File: src/rtl/fifo_pkg.sv
// Shared async-FIFO definitions: default pointer geometry and Gray/binary conversion.
// The converters work on a CODE_W-wide zero-extended value, so any pointer width up to CODE_W can use them.
package fifo_pkg;

    localparam int PTR_WIDTH_DFLT = 11;
    localparam int ADDR_W         = PTR_WIDTH_DFLT - 1;
    localparam int DEPTH          = 1 << ADDR_W;
    localparam int CODE_W         = 32;

    function automatic logic [CODE_W-1:0] bin2gray(input logic [CODE_W-1:0] bin);
        return bin ^ (bin >> 1);
    endfunction

    // Leading zeros leave the prefix XOR unchanged, so narrower pointers convert correctly.
    function automatic logic [CODE_W-1:0] gray2bin(input logic [CODE_W-1:0] gray);
        logic [CODE_W-1:0] bin;
        bin[CODE_W-1] = gray[CODE_W-1];
        for (int i = CODE_W - 2; i >= 0; i--) begin
            bin[i] = bin[i+1] ^ gray[i];
        end
        return bin;
    endfunction

endpackage

File: src/rtl/wptr_full_ctrl.sv
// Write-domain pointer and status logic for the async FIFO.
// Produces the RAM write address, the Gray pointer to cross into the read domain, and full/level/overflow status.
module wptr_full_ctrl
    import fifo_pkg::*;
#(
    parameter int PTR_WIDTH = PTR_WIDTH_DFLT,
    parameter int AF_MARGIN = 4
) (
    input  logic                 wclk,
    input  logic                 wrst,
    input  logic                 winc,
    input  logic                 wovf_clr,
    input  logic [PTR_WIDTH-1:0] wq2_rptr,
    output logic                 wen,
    output logic [PTR_WIDTH-2:0] waddr,
    output logic [PTR_WIDTH-1:0] wptr_g,
    output logic                 wfull,
    output logic                 walmost_full,
    output logic [PTR_WIDTH-1:0] wlevel,
    output logic                 woverflow
);

    localparam int                   ENTRIES  = 1 << (PTR_WIDTH - 1);
    localparam logic [PTR_WIDTH-1:0] AF_LEVEL = PTR_WIDTH'(ENTRIES - AF_MARGIN);

    logic [PTR_WIDTH-1:0] wbin;
    logic [PTR_WIDTH-1:0] wbin_next;
    logic [PTR_WIDTH-1:0] wgray_next;
    logic [PTR_WIDTH-1:0] rbin;
    logic [PTR_WIDTH-1:0] level_next;
    logic [PTR_WIDTH-1:0] full_ptr;
    logic                 full_next;
    logic                 almost_next;

    assign wen   = winc & ~wfull;
    assign waddr = wbin[PTR_WIDTH-2:0];

    // Full is judged against the synchronised (stale) read pointer, so it can only ever be late to clear.
    always_comb begin
        wbin_next   = wbin + PTR_WIDTH'(wen);
        wgray_next  = PTR_WIDTH'(bin2gray(CODE_W'(wbin_next)));
        rbin        = PTR_WIDTH'(gray2bin(CODE_W'(wq2_rptr)));
        level_next  = wbin_next - rbin;
        full_ptr    = {~wq2_rptr[PTR_WIDTH-1 -: 2], wq2_rptr[PTR_WIDTH-3:0]};
        full_next   = (wgray_next == full_ptr);
        almost_next = (level_next >= AF_LEVEL);
    end

    always_ff @(posedge wclk) begin
        if (wrst) begin
            wbin         <= '0;
            wptr_g       <= '0;
            wlevel       <= '0;
            wfull        <= 1'b0;
            walmost_full <= 1'b0;
            woverflow    <= 1'b0;
        end else begin
            wbin         <= wbin_next;
            wptr_g       <= wgray_next;
            wlevel       <= level_next;
            wfull        <= full_next;
            walmost_full <= almost_next;
            woverflow    <= (winc & wfull) | (woverflow & ~wovf_clr);
        end
    end

endmodule

File: config.mk
export PLATFORM = sky130hd
export DESIGN_NAME = wptr_full_ctrl
export DESIGN_NICKNAME = d
export VERILOG_FILES = /design/src/rtl/fifo_pkg.sv /design/src/rtl/wptr_full_ctrl.sv
export SDC_FILE = /design/constraint.sdc
export NUM_CORES = 1
export LEC_CHECK = 0
export BUFFER_PORTS_ARGS = -buffer_cell sky130_fd_sc_hd__buf_2
export CORE_ASPECT_RATIO = 0.6
export CORE_MARGIN = 4
export CORE_UTILIZATION = 50
export DETAILED_ROUTE_END_ITERATION = 7
export PLACE_DENSITY = 0.85
export SLEW_MARGIN = 5
export SYNTH_ARGS = -nofsm -noshare
export SYNTH_HDL_FRONTEND = slang
export SYNTH_SLANG_ARGS = --single-unit
File: constraint.sdc
create_clock -name wclk -period 7.1 [get_ports wclk]
set_clock_uncertainty 0.1 [all_clocks]
set_input_delay 1.42 -clock wclk [delete_from_list [all_inputs] [get_ports wclk]]
set_output_delay 1.42 -clock wclk [all_outputs]
set_load 0.02 [all_outputs]
==> metrics.txt <==
# TYPE chip_impl_metric gauge
chip_impl_metric{name="crit_path_max_fanout",unit=""} 5
chip_impl_metric{name="post_cts_resize_count",unit=""} 0
chip_impl_metric{name="fin_nets",unit=""} 295
chip_impl_metric{name="finalWeightedCongestion",unit=""} 0.848
chip_impl_metric{name="crit_arrival",unit="ns"} 5.53
chip_impl_info{name="rsz0062_at_grt",value="false"} 1
chip_impl_metric{name="final.period_utilization",unit="%"} 75.9
chip_impl_metric{name="post-route-min-period",unit="ns"} 5.39
chip_impl_info{name="cts_root_buf",value="sky130_fd_sc_hd__clkbuf_8"} 1
chip_impl_metric{name="num_io_pins",unit=""} 51
chip_impl_metric{name="setup_tns",unit="ns"} 0
chip_impl_metric{name="syn-mean-instance-area",unit="um2"} 9.08
chip_impl_info{name="cp-startpoint",value="wq2_rptr[10]"} 1
chip_impl_metric{name="antennaDiodeCount",unit=""} 0
chip_impl_metric{name="switching_power_share_of_the_total",unit="%"} 33.6
chip_impl_info{name="timing.rr.end",value="walmost_full"} 1
chip_impl_metric{name="post-synth-top-area-fraction",unit="%"} 36.1
chip_impl_metric{name="syn_nets",unit=""} 242
chip_impl_metric{name="p_per_area",unit="nW/um2"} 251
chip_impl_metric{name="globalRouteOverflowTotal",unit=""} 0
chip_impl_metric{name="area_growth_syn_to_layout",unit="%"} 20.5
chip_impl_metric{name="tritoncts_num_sinks",unit=""} 35
chip_impl_metric{name="switching_power",unit="mW"} 0.198
chip_impl_metric{name="die_width",unit="um"} 88.5
chip_impl_metric{name="antenna_left",unit=""} 0
chip_impl_metric{name="postCtsSetupBuffers",unit=""} 0
chip_impl_metric{name="vias_per_cell",unit=""} 5.13
chip_impl_metric{name="power_frac_comb",unit="%"} 34.9
chip_impl_metric{name="yosys.cell_types.count",unit=""} 38
chip_impl_info{name="hold_path.class",value="flip-flop to flip-flop"} 1
chip_impl_metric{name="p_leak",unit="nW"} 1.16
chip_impl_metric{name="first_pass_grt_wire_length",unit="um"} 6980
chip_impl_info{name="cts_tree",value="yes"} 1
chip_impl_metric{name="timing.reg2reg.setup_slack",unit="ns"} 3.61
chip_impl_metric{name="maxSlewViolCount",unit=""} 0
chip_impl_metric{name="tightestPinTransition",unit="ns"} 0.753
chip_impl_metric{name="seq_area_frac_synth",unit="%"} 36.1
chip_impl_metric{name="detail_route.iter0.violations",unit=""} 55
chip_impl_metric{name="finalSetupViolCount",unit=""} 0
chip_impl_metric{name="irDropWorstVdd",unit="V"} 0.000170
chip_impl_metric{name="final_hold_viol_count",unit=""} 0
chip_impl_metric{name="routed_wirelength",unit="um"} 4100
chip_impl_metric{name="synth_edf_count",unit=""} 0
chip_impl_metric{name="grt_max_degree",unit=""} 35
chip_impl_metric{name="grtUsageTotal",unit="%"} 18.4
chip_impl_metric{name="cts_hold_buffers",unit=""} 0
chip_impl_metric{name="worst_r2r_path_depth",unit=""} 12
chip_impl_info{name="cp-end-kind",value="flip-flop"} 1
chip_impl_info{name="synth_area_leaders",value="sky130_fd_sc_hd__dfxtp_1 36%, sky130_fd_sc_hd__xnor2_1 13%, sky130_fd_sc_hd__ha_1 7.7%"} 1
chip_impl_metric{name="tritoncts.num_buffers",unit=""} 5
chip_impl_info{name="timing.rr.start",value="wfull"} 1
chip_impl_info{name="status",value="completed"} 1
chip_impl_info{name="cp-endpoint",value="walmost_full"} 1
chip_impl_metric{name="achievable-frequency",unit="MHz"} 186
chip_impl_info{name="synthDominantAreaCellType",value="sky130_fd_sc_hd__dfxtp_1"} 1
chip_impl_metric{name="drt_pre_antenna_iters",unit=""} 4
chip_impl_info{name="synthTopCellsByCount",value="35 x sky130_fd_sc_hd__dfxtp_1, 29 x sky130_fd_sc_hd__nor2_1, 28 x sky130_fd_sc_hd__xnor2_1"} 1
chip_impl_metric{name="std_cell_rows",unit=""} 17
chip_impl_metric{name="clk_pwr_share",unit="%"} 27.4
chip_impl_metric{name="detailedPlacementHpwl",unit="um"} 3230
chip_impl_info{name="synth_most_common_cell",value="sky130_fd_sc_hd__dfxtp_1"} 1
chip_impl_metric{name="yosys_register_bits",unit=""} 35
chip_impl_metric{name="clk_pin_slew_worst_paths",unit="ns"} 0.07
chip_impl_metric{name="floorplan.die_area",unit="um2"} 4980
chip_impl_metric{name="drcViolationCount",unit=""} 0
chip_impl_metric{name="hold-worst-slack",unit="ns"} 0.373
chip_impl_metric{name="critPathRequiredTime",unit="ns"} 7.24
chip_impl_metric{name="clk_buf_depth",unit=""} 2
chip_impl_metric{name="insertion_delay",unit="ns"} 0.30
chip_impl_metric{name="yosys_warnings",unit=""} 0
chip_impl_metric{name="number_of_levels_in_the_clock_h_tree",unit=""} 2
chip_impl_metric{name="post_synthesis_cells",unit=""} 214
chip_impl_info{name="setup.worst_path.class",value="primary input to flip-flop"} 1
chip_impl_metric{name="drive_gt1_share",unit="%"} 24.6
chip_impl_metric{name="slew_headroom",unit="%"} 49.4
chip_impl_metric{name="fp.coreArea",unit="um2"} 3700
chip_impl_info{name="synth_top_flop_cell",value="sky130_fd_sc_hd__dfxtp_1"} 1
chip_impl_metric{name="power.share.sequential",unit="%"} 37.6
chip_impl_metric{name="cap_violations",unit=""} 0
chip_impl_info{name="start_kind",value="primary input"} 1
chip_impl_metric{name="per_cell_routed_wire_length",unit="um"} 13.0
chip_impl_metric{name="mappedNetlistArea",unit="um2"} 1940
chip_impl_metric{name="numPortBuffers",unit=""} 50
chip_impl_metric{name="synthArstFlopShare",unit="%"} 0
chip_impl_metric{name="die_y",unit="um"} 56.3
chip_impl_metric{name="antenna_found_initial",unit=""} 0
chip_impl_metric{name="internal_power",unit="mW"} 0.390
chip_impl_metric{name="starting_utilization_of_the_core_area",unit="%"} 52.5
chip_impl_metric{name="first_global_vias",unit=""} 1509
chip_impl_metric{name="dr_total_vias",unit=""} 1616
final cells by class:
type	instances	area [um2]
sequential	35	701
fill	346	1360
tap	47	58.8
timing repair buffer	50	250
multi-input combinational	158	1160
inverter	17	63.8
clock buffer	7	96.3
clock inverter	1	7.51
cell families (layout without fill, tap and decap cells):
logic type,count (synthesis),after routing,synth area share (%)
DFF,35,35,36.1
xor gates and xnor gates,46,46,23.8
buffers and inverters,21,75,4.06
and+or+nand+nor,68,68,16.4
AOI/OAI and AO/OA,30,30,10.4
muxes,1,1,0.579
adders and majority gates,13,13,8.76
critical path: stages:
cell	delay, ns
sky130_fd_sc_hd__buf_2	0.13
sky130_fd_sc_hd__xnor3_2	0.47
sky130_fd_sc_hd__xor2_2	0.21
sky130_fd_sc_hd__xnor3_2	0.32
sky130_fd_sc_hd__xor2_2	0.22
sky130_fd_sc_hd__xor2_2	0.23
sky130_fd_sc_hd__xor2_2	0.25
sky130_fd_sc_hd__xnor2_1	0.15
sky130_fd_sc_hd__ha_1	0.20
sky130_fd_sc_hd__inv_1	0.06
sky130_fd_sc_hd__fa_1	0.40
sky130_fd_sc_hd__a21o_1	0.17
sky130_fd_sc_hd__a21oi_1	0.25
sky130_fd_sc_hd__o21ai_0	0.17
sky130_fd_sc_hd__o21a_1	0.15
sky130_fd_sc_hd__xnor2_1	0.14
sky130_fd_sc_hd__nor4_1	0.36
sky130_fd_sc_hd__a41o_1	0.22
through the flow:
stage / total power [mW] / util [%] / setup slack [ns] / cell area [um2] / instances
after global routing: 0.627 / 63.3 / 1.42 / 2340 / 315
final: 0.588 / 63.3 / 1.71 / 2340 / 315
after global placement: 0.431 / 60.4 / 1.63 / 2240 / 307
after detailed placement: 0.430 / 60.4 / 1.42 / 2240 / 307
after floorplan: 0.382 / - / 1.98 / 1940 / 214
after CTS: 0.593 / 63.3 / 1.71 / 2340 / 315
sequential cells by signal, indices dropped and copies added (netlist names):
signal and flops:
wfull 1, wlevel 11, wptr_g 11, wbin 10, woverflow 1, walmost_full 1
worst min-delay path by stage:
stage                   start        end  slack (ns)  depth (start not counted)
floorplan           woverflow  woverflow        0.44                          2
global placement    woverflow  woverflow        0.35                          2
detailed placement  woverflow  woverflow        0.37                          2
CTS                 woverflow  woverflow        0.38                          2
global route        woverflow  woverflow        0.42                          2
finish              woverflow  woverflow        0.37                          2
per-layer routing:
| layer | vias up | global-route usage [%] | part of all wire, % |
|---|---|---|---|
| met5 | - | 0 | 0 |
| met4 | 0 | 9.70 | 2.3 |
| met3 | 8 | 5.43 | 11 |
| met2 | 62 | 25.8 | 40 |
| met1 | 737 | 25.3 | 46 |
| li1 | 809 | - | - |
cells in the final DEF (no fill, tap or decap), types with 2 or more instances in the layout:
cell	Yosys	layout
sky130_fd_sc_hd__o21ai_0	5	5
sky130_fd_sc_hd__clkbuf_8	0	7
sky130_fd_sc_hd__a21o_1	3	3
sky130_fd_sc_hd__nor2b_1	7	7
sky130_fd_sc_hd__and3_1	3	3
sky130_fd_sc_hd__nor2_1	29	29
sky130_fd_sc_hd__dfxtp_1	35	35
sky130_fd_sc_hd__xnor2_1	28	28
sky130_fd_sc_hd__inv_1	17	17
sky130_fd_sc_hd__nand2_1	10	10
sky130_fd_sc_hd__nor4_1	3	3
sky130_fd_sc_hd__o21a_1	2	2
sky130_fd_sc_hd__xor2_1	12	12
sky130_fd_sc_hd__buf_2	0	50
sky130_fd_sc_hd__xor2_2	4	4
sky130_fd_sc_hd__ha_1	12	12
sky130_fd_sc_hd__nand3_1	6	6
sky130_fd_sc_hd__nor3_1	4	4
sky130_fd_sc_hd__xnor3_2	2	2
sky130_fd_sc_hd__a21oi_1	9	9
power by group through the flow:
| stage | clock network, mW | logic (mW) | registers, mW |
|---|---|---|---|
| detailed placement | 0 | 0.204 | 0.226 |
| finish | 0.161 | 0.205 | 0.221 |
| global route | 0.174 | 0.229 | 0.223 |
| global placement | 0 | 0.205 | 0.226 |
| floorplan | 0 | 0.130 | 0.253 |
| CTS | 0.165 | 0.207 | 0.222 |
(Power assumes the default switching activity.)
